$ cat src/rtl/fetch_stage.sv
// fetch_stage: instruction fetch front end with a one-entry skid buffer.
// Issues sequential requests to instruction memory, delivers each word with
// its PC+2 to decode, holds under stall, handles redirects (including one that
// lands while a memory request is still outstanding) and stops after HALT.
//
// Ports:
//   clk, rst        clock, asynchronous active-low reset
//   stall           decode stall; output register holds
//   redirect        taken branch/jump/return, target on redirectPc
//   imemData/Done   instruction memory response
//   imemAddr/En     instruction memory request (address is the PC register)
//   instrOut, nextPcOut, validOut   decode-side output register
//   halted          fetch stopped after a HALT
//   err             sticky misaligned-redirect flag
module fetch_stage (
  input  logic        clk,
  input  logic        rst,
  input  logic        stall,
  input  logic        redirect,
  input  logic [15:0] redirectPc,
  input  logic [15:0] imemData,
  input  logic        imemDone,
  output logic [15:0] imemAddr,
  output logic        imemEn,
  output logic [15:0] instrOut,
  output logic [15:0] nextPcOut,
  output logic        validOut,
  output logic        halted,
  output logic        err
);

  localparam int unsigned XLEN = 16;
  localparam logic [XLEN-1:0] NOP = 16'h0800;

  typedef enum logic [1:0] {FETCH, WAIT, DRAIN, HALTED} state_t;

  typedef struct packed {
    logic [XLEN-1:0] instr;
    logic [XLEN-1:0] npc;
  } slot_t;

  state_t          state;
  logic [XLEN-1:0] pc;
  logic [XLEN-1:0] target;
  logic            skid_full;
  slot_t           skid;

  logic            issue;
  logic            fire;
  logic            accept;
  logic            is_halt;
  logic [XLEN-1:0] pc_inc;
  logic [XLEN-1:0] redirect_pc_aligned;

  // Request/handshake decode from the registered state.
  always_comb begin
    issue               = 1'b0;
    fire                = 1'b0;
    accept              = 1'b0;
    is_halt             = 1'b0;
    pc_inc              = pc + XLEN'(2);
    redirect_pc_aligned = {redirectPc[XLEN-1:1], 1'b0};
    // No request while the skid buffer is occupied.
    issue   = rst && ((state == WAIT) || (state == DRAIN) ||
                      ((state == FETCH) && !skid_full));
    fire    = issue && imemDone;
    accept  = fire && !redirect && ((state == FETCH) || (state == WAIT));
    is_halt = (imemData[15:11] == 5'b00000);
  end

  assign imemEn   = issue;
  assign imemAddr = pc;
  assign halted   = (state == HALTED);

  // Control FSM, PC, output register and skid buffer.
  always_ff @(posedge clk or negedge rst) begin
    if (!rst) begin
      state     <= FETCH;
      pc        <= '0;
      target    <= '0;
      skid_full <= 1'b0;
      skid      <= '0;
      instrOut  <= NOP;
      nextPcOut <= '0;
      validOut  <= 1'b0;
      err       <= 1'b0;
    end else if (redirect) begin
      err       <= err | redirectPc[0];
      validOut  <= 1'b0;
      instrOut  <= NOP;
      skid_full <= 1'b0;
      // A request still in flight must finish at its old address before the
      // new PC is presented; the target is parked until then.
      if (issue && !imemDone) begin
        state  <= DRAIN;
        target <= redirect_pc_aligned;
      end else begin
        state <= FETCH;
        pc    <= redirect_pc_aligned;
      end
    end else begin
      // Output register: hold only when it carries a real instruction.
      if (!stall || !validOut) begin
        if (skid_full) begin
          instrOut  <= skid.instr;
          nextPcOut <= skid.npc;
          validOut  <= 1'b1;
          skid_full <= 1'b0;
        end else if (accept) begin
          instrOut  <= imemData;
          nextPcOut <= pc_inc;
          validOut  <= 1'b1;
        end else begin
          instrOut  <= NOP;
          validOut  <= 1'b0;
        end
      end else if (accept) begin
        skid      <= '{instr: imemData, npc: pc_inc};
        skid_full <= 1'b1;
      end

      case (state)
        FETCH, WAIT: begin
          if (accept) begin
            pc    <= pc_inc;
            state <= is_halt ? HALTED : FETCH;
          end else if (issue) begin
            state <= WAIT;
          end
        end
        DRAIN: begin
          // Late word is dropped; resume at the parked redirect target.
          if (fire) begin
            pc    <= target;
            state <= FETCH;
          end
        end
        HALTED: begin
          state <= HALTED;
        end
        default: begin
          state <= FETCH;
        end
      endcase
    end
  end

endmodule
$ cat config.mk
export PLATFORM = sky130hd
export DESIGN_NAME = fetch_stage
export DESIGN_NICKNAME = d
export VERILOG_FILES = /design/src/rtl/fetch_stage.sv
export SDC_FILE = /design/constraint.sdc
export NUM_CORES = 1
export LEC_CHECK = 0
export ABC_AREA = 1
export BUFFER_PORTS_ARGS = -buffer_cell sky130_fd_sc_hd__buf_2
export CAP_MARGIN = 20
export CORE_MARGIN = 2
export CORE_UTILIZATION = 30
export CTS_CLUSTER_DIAMETER = 120
export DETAILED_ROUTE_END_ITERATION = 7
export SYNTH_ARGS = -nofsm -noshare
export SYNTH_HDL_FRONTEND = slang
export SYNTH_SLANG_ARGS = --single-unit
$ cat constraint.sdc
create_clock -name clk -period 2.6 [get_ports clk]
set_input_delay 0.26 -clock clk [delete_from_list [all_inputs] [get_ports clk]]
set_output_delay 0.26 -clock clk [all_outputs]
set_load 0.01 [all_outputs]
; Word level (Yosys, flattened, before mapping)
; Cells that the tools add are included.
[totals]
register_bits = 100
in_bits = 37
output_inout_bits = 52
wordCells = 72
[classes]
add_sub_neg = 1
n_eq_ne = 7
mux = 24
bitwise_logic = 3
n_reduce_logical = 27
[ops]
columns = operator, n
row1 = 16-bit two-way mux, 9
row2 = 16-bit case mux with 2 select lines, 1
row3 = "16-bit by 2-bit adder with 16-bit output, second input constant", 1
row4 = 2-bit two-way mux, 6
row5 = 1-bit two-way mux, 7
row6 = 1-bit logical AND, 6
row7 = "3-bit != test, second input constant", 2
row8 = 2-bit case mux with 3 select lines, 1
row9 = 3-bit AND reduction, 2
row10 = 3-bit nonzero test, 2
row11 = 1-bit zero test, 5
row12 = 5-bit zero test, 1
row13 = "2-bit equality test, second input constant", 2
row14 = 1-bit logical OR, 4
row15 = "4-bit != test, second input constant", 1
row16 = 2-bit AND reduction, 2
row17 = 4-bit AND reduction, 1
row18 = 2-bit nonzero test, 2
row19 = "2-bit by 1-bit equality test with 1-bit output, second input constant", 1
row20 = 2-bit zero test, 1
row21 = "2-bit != test, second input constant", 1
row22 = 1-bit inverter, 2
row23 = 2-bit OR reduction, 1
row24 = 1-bit OR, 1

; Logic depth before layout (Yosys ltp)
; Gate-level depths: netlist of run 1.
[logic_depth]
word_depth = 11
ltp_mapped = 12
depth_no_buf = 12

; Worst setup path before layout of run 1
; Ideal clock, no wire load.
[synth_timing]
path_kind = reg-to-reg
start = reg state[1]
end = reg nextPcOut[13]
setup_time_ps = 117
arrival_time_ps = 1676
t_required_ps = 2483
path_slack_ps = 808
path_stages_with_launch = 12
path_buffers = 2
synth_period_minus_slack_ps = 1792
cell_sequence = dfrtp_1 > inv_1 > ha_1 > inv_1 > a21oi_4 > nand3_2 > buf_6 > nand2_2 > nand2_2 > buf_2 > nand2_1 > nand2_1
[synth_between]
elab_chain_len = 9
elab_cells_between_ends = 13
classes_between = eq/ne (2) / reduce/logical (11)
[synth_rtl]
columns = item, line
row1 = "start, declared", 42  ; state_t state;
row2 = "start signal, assigned", 126  ; state <= is_halt ? HALTED : FETCH;
row3 = "2-bit by 1-bit equality test with 1-bit output, or another cell as far along", 64  ; issue = rst && ((state == WAIT) || (state == DRAIN) ||
row4 = 1-bit logical OR / 1-bit logical AND (equally long branches), "64, 65"
row5 = 1-bit logical OR (*), 64
row6 = 1-bit logical AND (*), 64
row7 = via imemEn, 24  ; output logic imemEn,
row8 = 1-bit logical AND (*), 66  ; fire = issue && imemDone;
row9 = 1-bit logical AND (*) (2 in series), 67  ; accept = fire && !redirect && ((state == FETCH) || (state == WAIT));
row10 = 2-bit nonzero test (no source line) (*), --
row11 = 3-bit AND reduction (no source line) (*), --
row12 = "end signal, assigned", 106  ; nextPcOut <= skid.npc;
row13 = "end signal, assigned", 111  ; nextPcOut <= pc_inc;
row14 = "end, declared", 26  ; output logic [15:0] nextPcOut,
; Mark *: on every way through the listed nets, which the timed path passes. The rest lies on a longest branch.
; A chain may end at the register's enable or synchronous reset.

; Final worst setup path of run 1
[layout_timing]
start = reg state[1]
end = reg pc[1] (netlist: imemAddr[1])
[layout_between]
elab_chain_len = 9
elab_cells_between_ends = 20
classes_between = eq/ne (5) / mux (2) / reduce/logical (13)
[layout_rtl]
columns = item, line
row1 = "2-bit by 1-bit equality test with 1-bit output, or another cell as far along", "64, 67, 122"
row2 = 1-bit logical OR / 1-bit logical AND (equally long branches), "64, 65"
row3 = 1-bit logical OR, 64
row4 = 1-bit logical AND, 64
row5 = 1-bit logical AND, 66
row6 = 1-bit logical AND (2 in series), 67
row7 = 3-bit != test (no source line), --
row8 = 4-bit AND reduction (no source line), --
row9 = "end signal, assigned", 99  ; pc <= redirect_pc_aligned;
row10 = "end signal, assigned", 125  ; pc <= pc_inc;
row11 = "end signal, assigned", 134  ; pc <= target;
row12 = "end, declared", 43  ; logic [XLEN-1:0] pc;
; Parallel ways exist; a longest one is shown, timed or not.

==> results.sh, run 1 <==
export IMPL_outcome="complete, no violations"
export IMPL_irDropWorstVdd_uv=507
export IMPL_ys_async_sr_fraction_pct=100
export IMPL_avgViaCountPerCell=4.46
export IMPL_grt_pass1_vias=4142
export IMPL_cts_root_buf="clkbuf_16"
export IMPL_synth_most_common_cell="nand2_1"
export IMPL_grt_overflow=0
export IMPL_syn2layout_area_growth_pct=19.7
export IMPL_path_clk_slew_ns=0.07
export IMPL_post_route_period_util_pct=82.3
export IMPL_critPathTopFamily="buffers and inverters"
export IMPL_slowest_delay_ns=0.40
export IMPL_crit_path_end_kind="register"
export IMPL_die_x_um=132
export IMPL_worst_pin_slew_ns=0.957
export IMPL_die_area_um2=17300
export IMPL_power_uw=5440
export IMPL_fmax_mhz=467
export IMPL_start_kind="register"
export IMPL_syn_inst=661
export IMPL_die_h_um=132
export IMPL_cp_slowest_cell="dfrtp_1"
export IMPL_antenna_found_initial=0
export IMPL_power_leakage_uw=0.00316
export IMPL_worstPathMaxFanout=19
export IMPL_first_pass_iters=4
export IMPL_ys_top_cells_by_count="340 x nand2_1, 96 x dfrtp_1, 40 x inv_1"
export IMPL_cp_cell_sequence="inv_1, ha_1, inv_1, a21oi_4, nand2_2, inv_2, a21oi_1, buf_4, nand2_1, o21ai_0"
export IMPL_initial_core_util_pct=30.7
export IMPL_clk_path_buf_depth=2
export IMPL_final_nets=783
export IMPL_final_area_um2=5840
export IMPL_drt_iter0_drc=296
export IMPL_synth_seq_cells=97
export IMPL_fin_util_pct=36.8
export IMPL_path_buf_inv=4
export IMPL_gp_congestion=0.780
export IMPL_cts_resized=0
export IMPL_drive_gt1_share_pct=16.9
export IMPL_dp_hpwl_um=9180
export IMPL_grt_usage_pct=15.5
export IMPL_grt_max_degree=73
export IMPL_portBuffers=86
export IMPL_cts_sinks=97
export IMPL_cts_hold_buf=1
export IMPL_clk_insertion_delay_late_ns=0.35
export IMPL_yosysWarnings=0
export IMPL_drv_slew=0
export IMPL_setup_violations=0
export IMPL_hold_viol=0
export IMPL_cts_setup_buffers=0
export IMPL_num_antenna_cells=0
export IMPL_synth_seq_area_share_pct=49.8
export IMPL_num_rows=46
export IMPL_wl_um=12900
export IMPL_drtAntennaViolNets=0
export IMPL_cts_htree_levels=3
export IMPL_cpMostUsedCell="inv_1"
export IMPL_crit_type="register to register"
export IMPL_maxCapViolCount=0
export IMPL_synth_distinct_cells=31
export IMPL_slew_limit_headroom_pct=36.2
export IMPL_power_density_nw_per_um2=932
export IMPL_fin_crit_ns=2.14
export IMPL_ys_flop_type="dfrtp_1"
export IMPL_synth_edff_count=0
export IMPL_synth_top_cell_by_area="dfrtp_1"
export IMPL_worst_clock_skew_ns=0.00788
export IMPL_avgSynthCellArea_um2=7.38
export IMPL_crit_required_ns=2.83
export IMPL_synth_top_area_share_pct=49.2
export IMPL_drc=0
export IMPL_netlist_area_um2=4880
export IMPL_arrival_ns=2.37
export IMPL_grt_pass1_wl_um=21700
export IMPL_wl_per_cell_um=13.4
export IMPL_tns_ns=0
export IMPL_core_area_um2=15900
export IMPL_yosys_top_cells_area="dfrtp_1 49%, nand2_1 26%, inv_1 3.1%, nand3_1 3.1%, o21ai_1 2.9%"
export IMPL_pin_count=89
export IMPL_cts_buffers=9
export IMPL_holdCritPathClass="primary input to register"
export IMPL_vias=4288
export IMPL_post_dp_cell_area_um2=5520
export IMPL_rsz0062_at_grt="no"
export IMPL_cts_tree="done"
final timing paths:
kind                                to  slack, ns          start  cells after the start
min                                err       0.12  redirectPc[0]                      2
max                        imemAddr[1]       0.46       state[1]                     10
max reg2reg                imemAddr[1]       0.46       state[1]                     10
min in group asynchronous     skid[20]       0.28            rst                      2
min reg2reg                        err       0.45            err                      1
max in group asynchronous  imemAddr[7]       1.15            rst                      3
metal layers:
layer | GRT usage (%) | wire length, µm | vias to the layer above
met5 | 0 | 0 | -
met4 | 4.53 | 107 | 0
met3 | 3.86 | 651 | 8
met1 | 22.4 | 6660 | 1939
li1 | - | - | 2244
met2 | 22.9 | 5450 | 97
cell families after synthesis:
logic type,after synthesis,share of synthesized area [%]
AO/OA/AOI/OAI,74,8.74
XOR/XNOR,2,0.359
adder cells (fa/ha/maj),5,1.28
buffers and inverters,73,6.36
flip-flops,97,49.8
other,1,0.0768
AND/OR/NAND/NOR,409,33.4
worst reg2reg max path, cell delays in order, from the launching register on:
cell and delay (ns):
dfrtp_1 0.40, inv_1 0.13, ha_1 0.29, inv_1 0.07, a21oi_4 0.19, nand2_2 0.22, inv_2 0.31, a21oi_1 0.08
buf_4 0.19, nand2_1 0.07, o21ai_0 0.07
layout by cell type (no fill, tap or decap), types with 2 or more instances in the layout:
| cell type | instances |
|---|---|
| a21oi_4 | 2 |
| clkbuf_16 | 9 |
| nand4_1 | 8 |
| nand3_1 | 30 |
| nand2_1 | 340 |
| a21boi_0 | 2 |
| o21ai_0 | 19 |
| nor2_2 | 2 |
| nand3b_1 | 4 |
| nor2_1 | 19 |
| inv_1 | 40 |
| o21ai_1 | 28 |
| nand2_2 | 4 |
| conb_1 | 2 |
| a21o_1 | 2 |
| dfrtp_1 | 96 |
| inv_2 | 4 |
| buf_4 | 11 |
| o22ai_1 | 14 |
| clkinv_4 | 2 |
| buf_2 | 85 |
| a21oi_1 | 5 |
| ha_1 | 5 |
through the flow:
step                setup WS (ns)  hold WS, ns  std cells
floorplan                   0.808      -0.0356        662
global route                0.209        0.112        962
detailed placement          0.474       0.0993        945
global placement            0.580        0.101        945
finish                      0.461        0.118        962
CTS                         0.454        0.107        962
state kept, by name (all words and copies together) (netlist names):
| signal | count |
|---|---|
| skid | 31 |
| instrOut | 16 |
| skid_full | 1 |
| nextPcOut | 15 |
| imemAddr | 15 |
| target | 15 |
| validOut | 1 |
| err | 1 |
| state | 2 |
cell type report:
| class | instances | area [µm²] |
|---|---|---|
| clock buffer | 10 | 239 |
| fill | 1728 | 10000 |
| sequential | 97 | 2430 |
| tap | 216 | 270 |
| inverter | 44 | 165 |
| clock inverter | 6 | 75.1 |
| multi-input combinational | 492 | 2140 |
| timing repair buffer | 97 | 518 |
power breakdown:
part	total [µW]	switching [µW]	internal, µW
Clock	1410	620	786
Sequential	2310	376	1940
Combinational	1730	1090	640
No activity file was read; power rests on OpenSTA's default activity.
==> inputs of run 2 (changes only) <==
Clock period 2.6 ns to 2.23 ns, I/O delays scaled along.
==> results.sh, run 2 (synthesis gave the netlist of run 1 again) <==
export IMPL_core_area_um2=15900
export IMPL_cts_tree="done"
export IMPL_grt_max_degree=98
export IMPL_cts_root_buf="clkbuf_16"
export IMPL_wl_um=12600
export IMPL_power_leakage_uw=0.00316
export IMPL_cts_buffers=9
export IMPL_vias=4308
export IMPL_avgViaCountPerCell=4.47
export IMPL_drv_slew=0
export IMPL_post_place_ws_ns=0.168
export IMPL_switching_power_uw=2380
export IMPL_first_pass_iters=4
export IMPL_power_frac_comb_pct=33.0
export IMPL_use_met3_pct=3.70
export IMPL_whs_ns=0.00149
export IMPL_fmax_mhz=500
export IMPL_clk_path_buf_depth=2
export IMPL_crit_path_end_kind="register"
export IMPL_use_met2_pct=21.8
export IMPL_die_x_um=132
export IMPL_setup_violations=0
export IMPL_worstPathMaxFanout=19
export IMPL_biggestRegsByFlops="skid: 31 flops, instrOut: 16 flops"
export IMPL_fin_crit_ns=2.00
export IMPL_crit_type="register to register"
export IMPL_portBuffers=86
export IMPL_grt_usage_pct=15.4
export IMPL_rsz0062_at_grt="no"
export IMPL_num_rows=46
export IMPL_slew_limit_headroom_pct=63.7
export IMPL_num_antenna_cells=0
export IMPL_cts_htree_levels=3
export IMPL_cts_resized=0
export IMPL_initial_core_util_pct=30.7
export IMPL_cts_setup_buffers=0
export IMPL_switching_share_pct=38.4
export IMPL_hold_viol=0
export IMPL_worst_pin_slew_ns=0.544
export IMPL_holdCritPathClass="primary input to async pin"
export IMPL_mostFrequentLayoutCell="nand2_1"
export IMPL_die_h_um=132
export IMPL_maxCapViolCount=0
export IMPL_tns_ns=0
export IMPL_grt_overflow=0
export IMPL_grt_pass1_wl_um=21500
export IMPL_power_density_nw_per_um2=1060
export IMPL_path_clk_slew_ns=0.07
export IMPL_dp_hpwl_um=9030
export IMPL_gr_usage_met1_pct=23.0
export IMPL_final_cell_mix="340 x nand2_1, 96 x dfrtp_1, 85 x buf_2, 40 x inv_1, 30 x nand3_1"
export IMPL_arrival_ns=2.28
export IMPL_drc=0
export IMPL_crit_required_ns=2.51
export IMPL_cts_sinks=97
export IMPL_outcome="complete, no violations"
export IMPL_clockPowerShare_pct=23.9
export IMPL_worst_clock_skew_ns=0.00442
export IMPL_irDropWorstVdd_uv=683
export IMPL_pin_count=89
export IMPL_wl_per_cell_um=13.1
export IMPL_start_kind="register"
export IMPL_grt_pass1_vias=4192
export IMPL_p_int_uw=3820
export IMPL_n_fill_cell=1731
export IMPL_grt_busiest_layer="met1"
export IMPL_post_route_period_util_pct=89.7
export IMPL_final_nets=785
export IMPL_largest_register="skid"
export IMPL_die_area_um2=17300
export IMPL_antenna_found_initial=1
export IMPL_fin_ws_ns=0.230
export IMPL_largest_reg_flops=31
export IMPL_cts_hold_buf=0
export IMPL_drt_iter0_drc=258
export IMPL_drtAntennaViolNets=0
export IMPL_clk_insertion_delay_late_ns=0.34
export IMPL_power_uw=6190
export IMPL_drive_gt1_share_pct=17.2
export IMPL_seqPwrFrac_pct=43.2
export IMPL_gp_congestion=0.803
export IMPL_syn2layout_area_growth_pct=19.6
-- run 2: cell count changes in the layout (fill, tap and decap cells not counted), sizes merged --
cell,delta
clkinv,+1
dlygate4sd3,-1
buf,+3
bufinv,-1
inv,-1
clkinvlp,+1
-- run 2: per-stage QoR --
| step | area, µm² | utilization, % | instances |
|---|---|---|---|
| 6_report | 5840 | 36.7 | 964 |
| 5_1_grt | 5840 | 36.7 | 964 |
| 4_1_cts | 5830 | 36.7 | 964 |
| 3_5_place_dp | 5550 | 34.9 | 948 |
| 3_3_place_gp | 5550 | 34.9 | 948 |
| 2_1_floorplan | 4880 | - | 662 |
-- run 2: power groups by stage --
stage / Combinational, µW / Clock, µW / Sequential (µW)
floorplan: 1200 / 0 / 2740
global placement: 2030 / 0 / 2700
detailed placement: 2060 / 0 / 2710
CTS: 2070 / 1530 / 2680
global route: 2360 / 1600 / 2760
finish: 2040 / 1480 / 2670
-- run 2: layout make-up --
cell class              count  area, µm²  share of cell area [%]
flip-flops and latches     97       2430                    41.6
well taps                 216        270                    4.63
clock buffers              10        239                    4.10
clock inverters             6       42.5                   0.729
inverters                  44        168                    2.87
multi-input cells         492       2140                    36.7
repair buffers             99        543                    9.31
-- run 2: final timing paths --
| kind | from | cells past startpoint | to | slack, ns |
|---|---|---|---|---|
| max | state[1] | 9 | skid[15] | 0.23 |
| min | rst | 2 | target[1] | 0.001 |
| max reg2reg | state[1] | 9 | skid[15] | 0.23 |
| min reg2reg | err | 1 | err | 0.46 |
| max in group asynchronous | rst | 2 | imemAddr[13] | 1.84 |
| min in group clk | redirectPc[0] | 2 | err | 0.08 |
-- run 2: routing by layer --
metal  share of wire [%]  up-vias  routed length [µm]
met1                  52     1953                6590
met3                 5.3        6                 668
met2                  42      104                5290
met4                0.75        0                  95
met5                   0        -                   0
li1                    -     2245                   -
-- run 2: worst max-delay path: stages (launching register included) --
cell and delay (ns):
dfrtp_1 0.39, inv_1 0.12, ha_1 0.29, inv_1 0.07
a21oi_4 0.20, nand3_2 0.19, nor2_2 0.20, buf_4 0.29
nand3_1 0.10, nand2_1 0.07
